==> src/rtl/seg7_pkg.sv <==
// Shared constants, font table and helpers for the seg7_scan display driver.
// Optional decimal display is built in when SEG7_SCAN_BCD_EN is defined.
package seg7_pkg;

  localparam int unsigned NUM_DIGITS = 4;
  localparam logic [6:0]  SEG_BLANK  = 7'h7F;
  localparam logic [6:0]  SEG_DASH   = 7'h3F;

  typedef enum logic {
    BCD_IDLE,
    BCD_SHIFT
  } bcd_state_e;

  // Active-low segment pattern for a hex digit; bit 0 is segment a.
  function automatic logic [6:0] seg_font(input logic [3:0] d);
    logic [6:0] s;
    case (d)
      4'h0: s = 7'h40;
      4'h1: s = 7'h79;
      4'h2: s = 7'h24;
      4'h3: s = 7'h30;
      4'h4: s = 7'h19;
      4'h5: s = 7'h12;
      4'h6: s = 7'h02;
      4'h7: s = 7'h78;
      4'h8: s = 7'h00;
      4'h9: s = 7'h10;
      4'hA: s = 7'h08;
      4'hB: s = 7'h03;
      4'hC: s = 7'h46;
      4'hD: s = 7'h21;
      4'hE: s = 7'h06;
      default: s = 7'h0E;
    endcase
    return s;
  endfunction

  // Double-dabble correction: every BCD nibble of 5 or more gets +3
  // so that the following left shift carries correctly into the next digit.
  function automatic logic [15:0] bcd_adjust(input logic [15:0] v);
    logic [15:0] r;
    r = v;
    for (int k = 0; k < 4; k++) begin
      if (r[4*k +: 4] >= 4'd5) r[4*k +: 4] = r[4*k +: 4] + 4'd3;
    end
    return r;
  endfunction

endpackage

==> src/rtl/seg7_scan_if.sv <==
// Display bus: value/enable in from the counter side, digit/segment lines out.
interface seg7_scan_if;
  logic [15:0]                       VAL;
  logic                              EN;
  logic [seg7_pkg::NUM_DIGITS-1:0]   AN;
  logic [6:0]                        SEG;
  logic                              DP;
  logic                              FRAME;

  modport master (output VAL, EN, input AN, SEG, DP, FRAME);
  modport slave  (input VAL, EN, output AN, SEG, DP, FRAME);
endinterface

==> src/rtl/bin2bcd16.sv <==
// Sequential 16-bit binary to 4-digit BCD converter (double dabble):
// one load cycle followed by 16 shift cycles, then a one-cycle done pulse.
// bcd/ovf are only meaningful while done is high.
module bin2bcd16
  import seg7_pkg::*;
(
  input  logic        CLK,
  input  logic        RST,
  input  logic        start,
  input  logic [15:0] bin,
  output logic        busy,
  output logic        done,
  output logic [15:0] bcd,
  output logic        ovf
);

  bcd_state_e  state_q, state_d;
  logic [15:0] sh_q, sh_d;
  logic [15:0] bits_q, bits_d;
  logic [3:0]  cnt_q, cnt_d;
  logic        ovf_q, ovf_d;
  logic        done_q, done_d;
  logic [15:0] adj;

  // State and datapath registers.
  always_ff @(posedge CLK or negedge RST) begin
    if (!RST) begin
      state_q <= BCD_IDLE;
      sh_q    <= '0;
      bits_q  <= '0;
      cnt_q   <= '0;
      ovf_q   <= 1'b0;
      done_q  <= 1'b0;
    end else begin
      state_q <= state_d;
      sh_q    <= sh_d;
      bits_q  <= bits_d;
      cnt_q   <= cnt_d;
      ovf_q   <= ovf_d;
      done_q  <= done_d;
    end
  end

  // Load on start, then shift 16 times; overflow is judged on the raw input.
  always_comb begin
    state_d = state_q;
    sh_d    = sh_q;
    bits_d  = bits_q;
    cnt_d   = cnt_q;
    ovf_d   = ovf_q;
    done_d  = 1'b0;
    adj     = bcd_adjust(sh_q);
    case (state_q)
      BCD_IDLE: begin
        if (start) begin
          sh_d    = '0;
          bits_d  = bin;
          cnt_d   = '0;
          ovf_d   = (bin > 16'd9999);
          state_d = BCD_SHIFT;
        end
      end
      default: begin
        sh_d   = {adj[14:0], bits_q[15]};
        bits_d = {bits_q[14:0], 1'b0};
        cnt_d  = cnt_q + 4'd1;
        if (cnt_q == 4'd15) begin
          state_d = BCD_IDLE;
          done_d  = 1'b1;
        end
      end
    endcase
  end

  assign busy = (state_q == BCD_SHIFT);
  assign done = done_q;
  assign bcd  = sh_q;
  assign ovf  = ovf_q;

endmodule

==> src/rtl/seg7_scan.sv <==
// Four-digit multiplexed common-anode seven-segment driver. The value is
// snapshotted once per frame so a frame never shows a torn value.
// Define SEG7_SCAN_BCD_EN for decimal display (one frame extra latency).
module seg7_scan
  import seg7_pkg::*;
#(
  parameter int unsigned SCAN_DIV = 50000
)
(
  input  logic      CLK,
  input  logic      RST,
  seg7_scan_if.slave bus
);

  localparam int unsigned      CNT_W    = $clog2(SCAN_DIV);
  localparam logic [CNT_W-1:0] CNT_LAST = CNT_W'(SCAN_DIV - 1);

  if (SCAN_DIV < 17 || SCAN_DIV > (1 << 20)) begin : g_bad_div
    $error("seg7_scan: SCAN_DIV must be within 17..2^20");
  end

  logic [CNT_W-1:0] cnt_q, cnt_d;
  logic [1:0]       idx_q, idx_d;
  logic [15:0]      snap_q, snap_d, snap_in;
  logic [3:0]       an_q, an_d;
  logic [6:0]       seg_q, seg_d;
  logic             frame_q;
  logic             dash_d;
  logic             tick, frame_bnd;
  logic [3:0]       nib;

  assign tick      = (cnt_q == CNT_LAST);
  assign frame_bnd = tick && (idx_q == 2'd3);

`ifdef SEG7_SCAN_BCD_EN
  logic        bcd_busy, bcd_done, bcd_ovf;
  logic [15:0] bcd_val, res_q;
  logic        res_ovf_q, dash_q;

  bin2bcd16 u_bin2bcd16 (
    .CLK   (CLK),
    .RST   (RST),
    .start (frame_bnd & ~bcd_busy),
    .bin   (bus.VAL),
    .busy  (bcd_busy),
    .done  (bcd_done),
    .bcd   (bcd_val),
    .ovf   (bcd_ovf)
  );

  // Hold the finished conversion until the next frame boundary commits it.
  always_ff @(posedge CLK or negedge RST) begin
    if (!RST) begin
      res_q     <= '0;
      res_ovf_q <= 1'b0;
    end else if (bcd_done) begin
      res_q     <= bcd_val;
      res_ovf_q <= bcd_ovf;
    end
  end

  // Dash flag belongs to the committed frame, like the digit buffer.
  always_ff @(posedge CLK or negedge RST) begin
    if (!RST) dash_q <= 1'b0;
    else      dash_q <= dash_d;
  end

  assign snap_in = res_q;
  assign dash_d  = frame_bnd ? res_ovf_q : dash_q;
`else
  assign snap_in = bus.VAL;
  assign dash_d  = 1'b0;
`endif

  // Next scan position, frame snapshot and the digit/segment pattern derived
  // from them, so the outputs follow the updated index without an extra lag.
  always_comb begin
    cnt_d  = tick ? '0 : cnt_q + CNT_W'(1);
    idx_d  = tick ? idx_q + 2'd1 : idx_q;
    snap_d = frame_bnd ? snap_in : snap_q;
    nib    = snap_d[{idx_d, 2'b00} +: 4];
    an_d   = 4'hF;
    seg_d  = SEG_BLANK;
    if (bus.EN) begin
      an_d  = ~(4'b0001 << idx_d);
      seg_d = dash_d ? SEG_DASH : seg_font(nib);
    end
  end

  // Scan state and registered display outputs.
  always_ff @(posedge CLK or negedge RST) begin
    if (!RST) begin
      cnt_q   <= '0;
      idx_q   <= 2'd0;
      snap_q  <= '0;
      an_q    <= 4'hF;
      seg_q   <= SEG_BLANK;
      frame_q <= 1'b0;
    end else begin
      cnt_q   <= cnt_d;
      idx_q   <= idx_d;
      snap_q  <= snap_d;
      an_q    <= an_d;
      seg_q   <= seg_d;
      frame_q <= frame_bnd;
    end
  end

  assign bus.AN    = an_q;
  assign bus.SEG   = seg_q;
  assign bus.DP    = 1'b1;
  assign bus.FRAME = frame_q;

endmodule
==> src/flat_wrapper.sv <==
// flat-port wrapper written by rule: the top's interface ports become plain ports
module seg7_scan_flat import seg7_pkg::*;
#(
  parameter int unsigned SCAN_DIV = 50000
)
  (CLK, RST, bus_VAL, bus_EN, bus_AN, bus_SEG, bus_DP, bus_FRAME);
  seg7_scan_if bus_i ();
  input  logic CLK;
  input  logic RST;
  input wire logic [$bits(bus_i.VAL)-1:0] bus_VAL;
  input wire logic [$bits(bus_i.EN)-1:0] bus_EN;
  output wire logic [$bits(bus_i.AN)-1:0] bus_AN;
  output wire logic [$bits(bus_i.SEG)-1:0] bus_SEG;
  output wire logic [$bits(bus_i.DP)-1:0] bus_DP;
  output wire logic [$bits(bus_i.FRAME)-1:0] bus_FRAME;
  assign bus_i.VAL = bus_VAL;
  assign bus_i.EN = bus_EN;
  assign bus_AN = bus_i.AN;
  assign bus_SEG = bus_i.SEG;
  assign bus_DP = bus_i.DP;
  assign bus_FRAME = bus_i.FRAME;
  seg7_scan #(.SCAN_DIV(SCAN_DIV)) u_core (.CLK(CLK), .RST(RST), .bus(bus_i));
endmodule
==> config.mk <==
export PLATFORM = sky130hd
export DESIGN_NAME = seg7_scan_flat
export DESIGN_NICKNAME = d
export VERILOG_FILES = /design/src/rtl/seg7_pkg.sv /design/src/rtl/seg7_scan_if.sv /design/src/rtl/bin2bcd16.sv /design/src/rtl/seg7_scan.sv /design/src/flat_wrapper.sv
export SDC_FILE = /design/constraint.sdc
export NUM_CORES = 1
export LEC_CHECK = 0
export BUFFER_PORTS_ARGS = -buffer_cell sky130_fd_sc_hd__buf_4
export CAP_MARGIN = 10
export CORE_ASPECT_RATIO = 1.1
export CORE_MARGIN = 2
export CORE_UTILIZATION = 40
export DETAILED_ROUTE_END_ITERATION = 10
export GPL_TIMING_DRIVEN = 1
export PLACE_DENSITY_LB_ADDON = 0.1
export SKIP_LAST_GASP = 1
export SLEW_MARGIN = 20
export SYNTH_ARGS = -nofsm -noshare
export SYNTH_HDL_FRONTEND = slang
export SYNTH_SLANG_ARGS = --single-unit
==> constraint.sdc <==
create_clock -name CLK -period 3.6 [get_ports CLK]
set_input_delay 0.72 -clock CLK [delete_from_list [all_inputs] [get_ports CLK]]
set_output_delay 0.72 -clock CLK [all_outputs]
set_load 0.1 [all_outputs]
==> results, run 1 <==
- The maximum clock rate is 294 MHz.
- Headroom to the max-slew limit came out at between 30% and 40%.
- The number of clock sinks is 46.
- The worst IR drop on VDD is 0.201 mV.
- The predominant post-synthesis flop cell is sky130_fd_sc_hd__dfrtp_1.
- Row generation in the floorplan step produced 30 rows.
- Setup total negative slack on the finished layout was measured at 0 ns.
- The area of the core region is 0.00608 mm2.
- In the layout the commonest cells are sky130_fd_sc_hd__buf_4, sky130_fd_sc_hd__dfrtp_1, sky130_fd_sc_hd__nand2_1.
- After global routing the overflow that remains totals 0.
- The number of detailed-route iterations in the first pass is 4.
- The share of layout cells above drive strength 1 is slightly below 30%.
- The count of H-tree levels built during CTS is 2.
- The worst-case clock skew is 0.00768 ns.
- In the global route stage, overall resource usage came out at 17.2%.
- The via count of the first global-routing pass is about 1900.
- In this run, the number of DRC markers left after iteration 0 of detailed routing was a little under 70.
- Once layout is done, the placed cells without fillers occupy 0.00287 mm2.
- The minimum setup slack among reg-to-reg paths is 0.19 ns.
- Setup repair after global routing left no endpoint under its margin.
- After clock tree synthesis, the clock-pin slew on the worst setup and hold paths is 0.09 ns.
- The worst-skew pair later-pin latency is 0.30 ns.
- The number of cells on the worst reg-to-reg path is 10.
- The shortest clock period the worst path allows after layout is around 3.4 ns.
- The number of nets in the layout is 293.
- The share of the yosys chip area belonging to registers is 47.0%.
- The final max-slew violation count is 0.
- The tree is rooted in a sky130_fd_sc_hd__clkbuf_8.
- The data arrival at the endpoint of the critical path is 3.64 ns.
- The Yosys step of the flow raised 0 warnings.
- The biggest area consumer among synthesized cells is sky130_fd_sc_hd__dfrtp_1.
- The floorplan die area is about 0.0068 mm2.
- For this configuration, the core starts out at a cell density of approximately two fifths.
- In this run the static leakage power is between 1 and 1.5 nW.
- In this run the deepest clock path goes through 2 buffers.
- After detailed routing, the number of remaining DRC violations is 0.
- At the placement stage, the worst setup path has a slack of 0.146 ns.
- The critical path capture point type is a register.
- The hold violation total from the final report came to 0.
- Relative to the synthesized area, the layout overhead comes to 15.8%.
- The detailed-placement wirelength estimate is 3.66 mm.
- The worst register-to-register path ends at u_core.bus.SEG[4]$_DFF_PN1_.
- The chip height is 86.5 um.
- Of the available clock period, the critical path in the final layout requires a little over nine tenths.
- In the routed layout, each cell is associated on average with a via count of 5.09.
- After synthesis, the share of flip-flops with an asynchronous set or reset is 100%.
- TritonCTS built the clock tree.
- The post-synthesis instance area is 0.00248 mm2.
- Of all nets on the critical path, the largest fanout is 18.
- From left edge to right edge, the die measures 79.0 um.
- The weighted congestion reported at the end of routability-driven placement is between 0.7 and 0.8.
- Entering global routing, the biggest net connects 47 pins.
- The setup-violating endpoint count in the final report is 0.
- Clock tree synthesis inserted a total of 5 buffers.
- The flow ran to the end, and the final reports show no timing, DRC or antenna violations.
- Ranked by total cell area, the synthesized netlist is headed by sky130_fd_sc_hd__dfrtp_1, sky130_fd_sc_hd__dfstp_2, sky130_fd_sc_hd__mux2_2.
- The number of nets in the synthesized netlist is 261.
- In this run, post-CTS hold repair placed 0 buffers.
- Yosys mapped the design onto 55 distinct sky130hd cell types.
- The worst register-to-register path begins at u_core.cnt_q[11]$_DFF_PN0_.
- The type of origin of the critical path is a register.
- The worst-margin pin slew is 0.929 ns.
- In this run the post-CTS setup repair buffer count came out at 0.
- 32 I/O pins were placed.
- The portion of synthesized cell area occupied by the leading cell type is around 35%.
- The worst hold path belongs to the class input port to asynchronous set/reset pin.
- The number of flops mapped to enable cells by yosys is 0.
- The post-synthesis sequential element count is 46.
- The number of antenna repair diodes is 0.
- The first-pass GRT wire length is between 9 and 10 mm.
- The non-filler instance count after layout is roughly 350.
- The cell area after placement is 0.00278 mm2.
- Summed over all layers, the routed wires come to 5.10 mm.
- Detailed routing inserted a total of 1765 vias.
- The count of input and output buffers is 30.
- The synthesized area per cell is approximately 11 um2.
- The number of antenna violations at the first check in global routing is 0.
- The gate count of the mapped netlist is 234.
- The detailed-route wire length per cell is 14.7 um.
- The setup slack of the critical path after layout is 0.195 ns.
- The tool flagged a number of max-cap violations equal to 0.
- The number of nets with antenna violations after detailed routing is 0.
- The ratio of total power to cell area is 334 mW/mm2.
- For the worst setup path, the data required time is between 3 and 4 ns.
- The worst setup path category is register to register.
- Counting tap cells, the placed design contains a total of 339 instances.
-- layer usage --
metal | up-vias | global-route usage [%] | routed length, um
met5 | - | 0 | 0
met4 | 0 | 7.05 | 93
met3 | 7 | 2.60 | 123
met2 | 22 | 29.6 | 2550
met1 | 850 | 21.7 | 2340
li1 | 886 | - | -
-- Yosys cell counts (all sizes together) (7+ instances only) --
cell type  number
nor3            7
o21ai          15
inv             9
dfrtp          35
nor2           12
mux2           15
xor2            7
a21oi          10
nand2          27
dfstp          11
ha              8
nand3          10
-- kinds of logic after synthesis --
| group | Yosys count | synth area share [%] |
|---|---|---|
| and+or+nand+nor | 84 | 18.5 |
| DFF | 46 | 47.0 |
| AOI/OAI and AO/OA | 43 | 11.8 |
| muxes | 21 | 10.2 |
| buffers and inverters | 19 | 3.94 |
| xor gates and xnor gates | 12 | 4.24 |
| adders and majority gates | 8 | 4.04 |
| other | 1 | 0.151 |
-- report_power, final --
group | total (mW) | switching, mW | internal [mW]
clock network | 0.305 | 0.167 | 0.138
registers | 0.537 | 0.00377 | 0.533
logic | 0.116 | 0.0796 | 0.0363
total | 0.957 | 0.250 | 0.707
-- worst max-delay path, cell delays in order, from the launching register on --
cell and delay, ns:
sky130_fd_sc_hd__dfrtp_1 0.43, sky130_fd_sc_hd__or4b_4 0.57, sky130_fd_sc_hd__or4_4 0.68, sky130_fd_sc_hd__mux4_2 0.48
sky130_fd_sc_hd__a21oi_1 0.21, sky130_fd_sc_hd__a21oi_2 0.10, sky130_fd_sc_hd__ha_1 0.24, sky130_fd_sc_hd__inv_1 0.09
sky130_fd_sc_hd__a21oi_1 0.07, sky130_fd_sc_hd__a21o_1 0.17, sky130_fd_sc_hd__a211o_1 0.28
-- metrics by stage --
step / utilization (%) / hold slack (ns) / power, mW
3_5_place_dp: 45.6 / 0.483 / 0.664
4_1_cts: 47.0 / 0.434 / 0.977
2_1_floorplan: - / 0.424 / 0.623
6_report: 47.2 / 0.402 / 0.957
5_1_grt: 47.2 / 0.467 / 1.00
3_3_place_gp: 45.6 / 0.479 / 0.664
-- worst max path at each step --
stage,start,endpoint,slack [ns],cells after the start
2_1_floorplan,u_core.cnt_q[10]$_DFF_PN0_,u_core.bus.SEG[5]$_DFF_PN1_,0.28,14
3_3_place_gp,u_core.cnt_q[11]$_DFF_PN0_,u_core.bus.SEG[4]$_DFF_PN1_,0.15,11
3_5_place_dp,u_core.cnt_q[10]$_DFF_PN0_,u_core.bus.SEG[4]$_DFF_PN1_,0.15,11
4_1_cts,u_core.cnt_q[10]$_DFF_PN0_,u_core.bus.SEG[0]$_DFF_PN1_,0.11,10
5_1_grt,u_core.cnt_q[11]$_DFF_PN0_,u_core.bus.SEG[0]$_DFF_PN1_,0.04,11
6_report,u_core.cnt_q[11]$_DFF_PN0_,u_core.bus.SEG[4]$_DFF_PN1_,0.19,10
-- registers in the layout (all words and copies together) (netlist names) --
signal and flops:
u_core.snap_q 16, u_core.bus.SEG 7, u_core.bus.FRAME 1, u_core.idx_q 2
u_core.bus.AN 4, u_core.cnt_q 16
-- what timing repair did --
item | 4_1_cts | 5_1_grt
resized for setup | 0 | 2
endpoints found under the setup margin | 0 | 6
endpoints found under the hold margin | 0 | 0
-- area by class of cell --
class                      count  area (um2)
sequential                    46        1160
timing repair buffer          35         263
tap                           80         100
clock buffer                   8        80.1
inverter                       9        33.8
fill                         613        3210
multi-input combinational    169        1230
Power figures use the tool's default switching activity.
==> inputs of run 2 (changes only) <==
==> constraint.sdc (replaced) <==
create_clock -name CLK -period 3.6 [get_ports CLK]
set_input_delay 0.18 -clock CLK [delete_from_list [all_inputs] [get_ports CLK]]
set_output_delay 0.18 -clock CLK [all_outputs]
set_load 0.1 [all_outputs]
==> run 2 against run 1 <==
  * Sequential power barely moved
  * Sequential share of layout area fell by 0.14 points
  * Power barely moved
  * First-iteration DRC count rose by 8.7%
  * Clock skew fell by 0.00065 ns
  * Combinational power barely moved
  * Via count rose by 0.23%
==> results, run 2 (synthesis gave the netlist of run 1 again) <==
- The clock tree synthesis step divided the H-tree into 2 levels.
- The worst-skew pair later-pin latency is 0.30 ns.
- The number of nets with antenna violations after detailed routing is 0.
- After layout, the minimum clock period comes to 3.40 ns.
- The number of antenna diodes in the final layout is 0.
- For this configuration, the core starts out at a cell density of 40.7%.
- At the pin with the least slew margin, the transition time is 0.951 ns.
- The type of origin of the critical path is a register.
- The clock-pin slew reported for the worst setup and hold paths after clock tree synthesis is 0.08 ns.
- The die is about 79 um wide.
- The hold violation total from the final report is 0.
- For this run the aggregate overflow at the end of global routing stands at 0.
- The routed wire length is 5.11 mm.
- Entering global routing, the biggest net connects 47 pins.
- The worst setup path category is register to register.
- The count of input and output buffers is 30.
- Along the worst path, the maximum fanout reaches 18.
- The I/O pin total is 32.
- From bottom edge to top edge, the die measures 86.5 um.
- The number of clock sinks is 46.
- The number of placement rows is 30.
- The maximum clock rate is 294 MHz.
- Summed over all failing endpoints, the final setup total negative slack is 0 ns.
- The worst setup path is captured at a register.
- The floorplan die area is around 0.007 mm2.
- The setup-violating endpoint count in the final report is 0.
- After legalization and detailed placement, the total HPWL measured 3.66 mm.
- In this run the clock root is driven by a sky130_fd_sc_hd__clkbuf_8.
- The total area inside the core boundary comes to 0.00608 mm2.
- Across the VDD grid, the largest voltage drop is 0.201 mV.
- The minimum setup slack among reg-to-reg paths is slightly below 0.2 ns.
- For this block, the via count after detailed routing is 1769.
- The data required time of the worst path is 3.83 ns.
- The number of remaining DRC errors is 0.
- Using the TritonRoute via totals, the vias-per-cell ratio works out to approximately 5.1.
- Setup repair after global routing left no endpoint under its margin.
- Global routing consumed, over all layers together, 17.2% of the routing resources.
- The TritonCTS clock tree is built.
- The number of detailed-route iterations in the first pass is 4.
- The number of antenna violations at the first check in global routing is 0.
- The area growth from synthesis to layout is 16.2%.
- The worst hold-check slack is around 0.083 ns.
- The leakage component of the power is 1.30 nW.
- Max-cap violations in this run came to 0.
- The run finished with clean final reports.
- The max-slew headroom at the worst pin is a little over a third.
- Buffers added to address setup during post-CTS repair amount to 0.
- The ratio of total power to cell area is 333 mW/mm2.
- The final max-slew violation count is 0.
- On the final layout, the worst clock skew is 0.00703 ns.
- The library cells used most frequently in the layout, excluding fill and tap cells, are sky130_fd_sc_hd__buf_4, sky130_fd_sc_hd__dfrtp_1, sky130_fd_sc_hd__nand2_1.
- The data arrival at the endpoint of the critical path is 3.64 ns.
- The first routing iteration left 75 violations.
- The congestion estimate from routability-driven global placement came to between 0.7 and 0.8.
- The buffer depth of the longest clock path is 2.
- The path category of the worst min-delay check is input port to register.
- The number of buffers inserted during clock tree synthesis is 5.
- The first-pass GRT wire length is just over 9 mm.
- The share of layout cells above drive strength 1 is 29.1%.
- In the final routed layout, each cell accounts on average for about 15 um.
- The net count of the finished layout is slightly below 300.
- The via count of the first global-routing pass is between 1500 and 2000.
- The share of the clock period used by the worst path is 94.6%.
-- run 2: changes by cell type in the layout (fill, tap and decap cells not counted) --
cell / delta
sky130_fd_sc_hd__dlygate4sd3_1: +1
-- run 2: layout make-up --
| cell class | instances | area [um2] |
|---|---|---|
| Inverter | 9 | 33.8 |
| Sequential cell | 46 | 1160 |
| Clock buffer | 8 | 80.1 |
| Multi-Input combinational cell | 169 | 1230 |
| Fill cell | 612 | 3200 |
| Timing Repair Buffer | 36 | 273 |
| Tap cell | 80 | 100 |
-- run 2: path summary, 6_finish.rpt --
| path | cells past startpoint | endpoint | start |
|---|---|---|---|
| worst max-delay path | 10 | u_core.bus.SEG[4]$_DFF_PN1_ | u_core.cnt_q[11]$_DFF_PN0_ |
| worst min register to register | 1 | u_core.cnt_q[0]$_DFF_PN0_ | u_core.cnt_q[0]$_DFF_PN0_ |
| min in group asynchronous | 2 | u_core.bus.FRAME$_DFF_PN0_ | RST |
| worst min-delay path | 3 | u_core.snap_q[2]$_DFF_PN0_ | bus_VAL[2] |
| worst max register to register | 10 | u_core.bus.SEG[4]$_DFF_PN1_ | u_core.cnt_q[11]$_DFF_PN0_ |
| max in group asynchronous | 2 | u_core.cnt_q[6]$_DFF_PN0_ | RST |
-- run 2: timing repair --
action | in CTS | in global routing
hold buffers | 1 | 0
resized for setup | 0 | 2
endpoints found under the setup margin | 0 | 6
endpoints found under the hold margin | 35 | 0
-- run 2: metrics by stage --
stage               instance area [um2]  util (%)  instances  total power, mW  setup WS (ns)
floorplan                          2480         -        234            0.623          0.277
global placement                   2780      45.6        339            0.664          0.154
detailed placement                 2780      45.6        339            0.664          0.146
CTS                                2870      47.1        348            0.978          0.114
global route                       2880      47.3        348             1.00         0.0359
finish                             2880      47.3        348            0.958          0.196
-- run 2: critical path, cell delays in order (launching register included) --
cell and delay, ns:
sky130_fd_sc_hd__dfrtp_1 0.43, sky130_fd_sc_hd__or4b_4 0.57, sky130_fd_sc_hd__or4_4 0.68, sky130_fd_sc_hd__mux4_2 0.48, sky130_fd_sc_hd__a21oi_1 0.20, sky130_fd_sc_hd__a21oi_2 0.10
sky130_fd_sc_hd__ha_1 0.24, sky130_fd_sc_hd__inv_1 0.09, sky130_fd_sc_hd__a21oi_1 0.07, sky130_fd_sc_hd__a21o_1 0.17, sky130_fd_sc_hd__a211o_1 0.28
-- run 2: where the power goes --
group | switching [mW] | internal [mW]
Sequential | 0.00376 | 0.533
Clock | 0.167 | 0.138
Combinational | 0.0798 | 0.0370
Total | 0.250 | 0.708
-- run 2: metal layers --
metal  vias to the layer above  GRT usage, %  share of wire, %
met1                       852          21.7                46
met2                        22          29.6                50
met5                         -             0                 0
met4                         0          7.05               1.8
met3                         7          2.60               2.4
li1                        888             -                 -
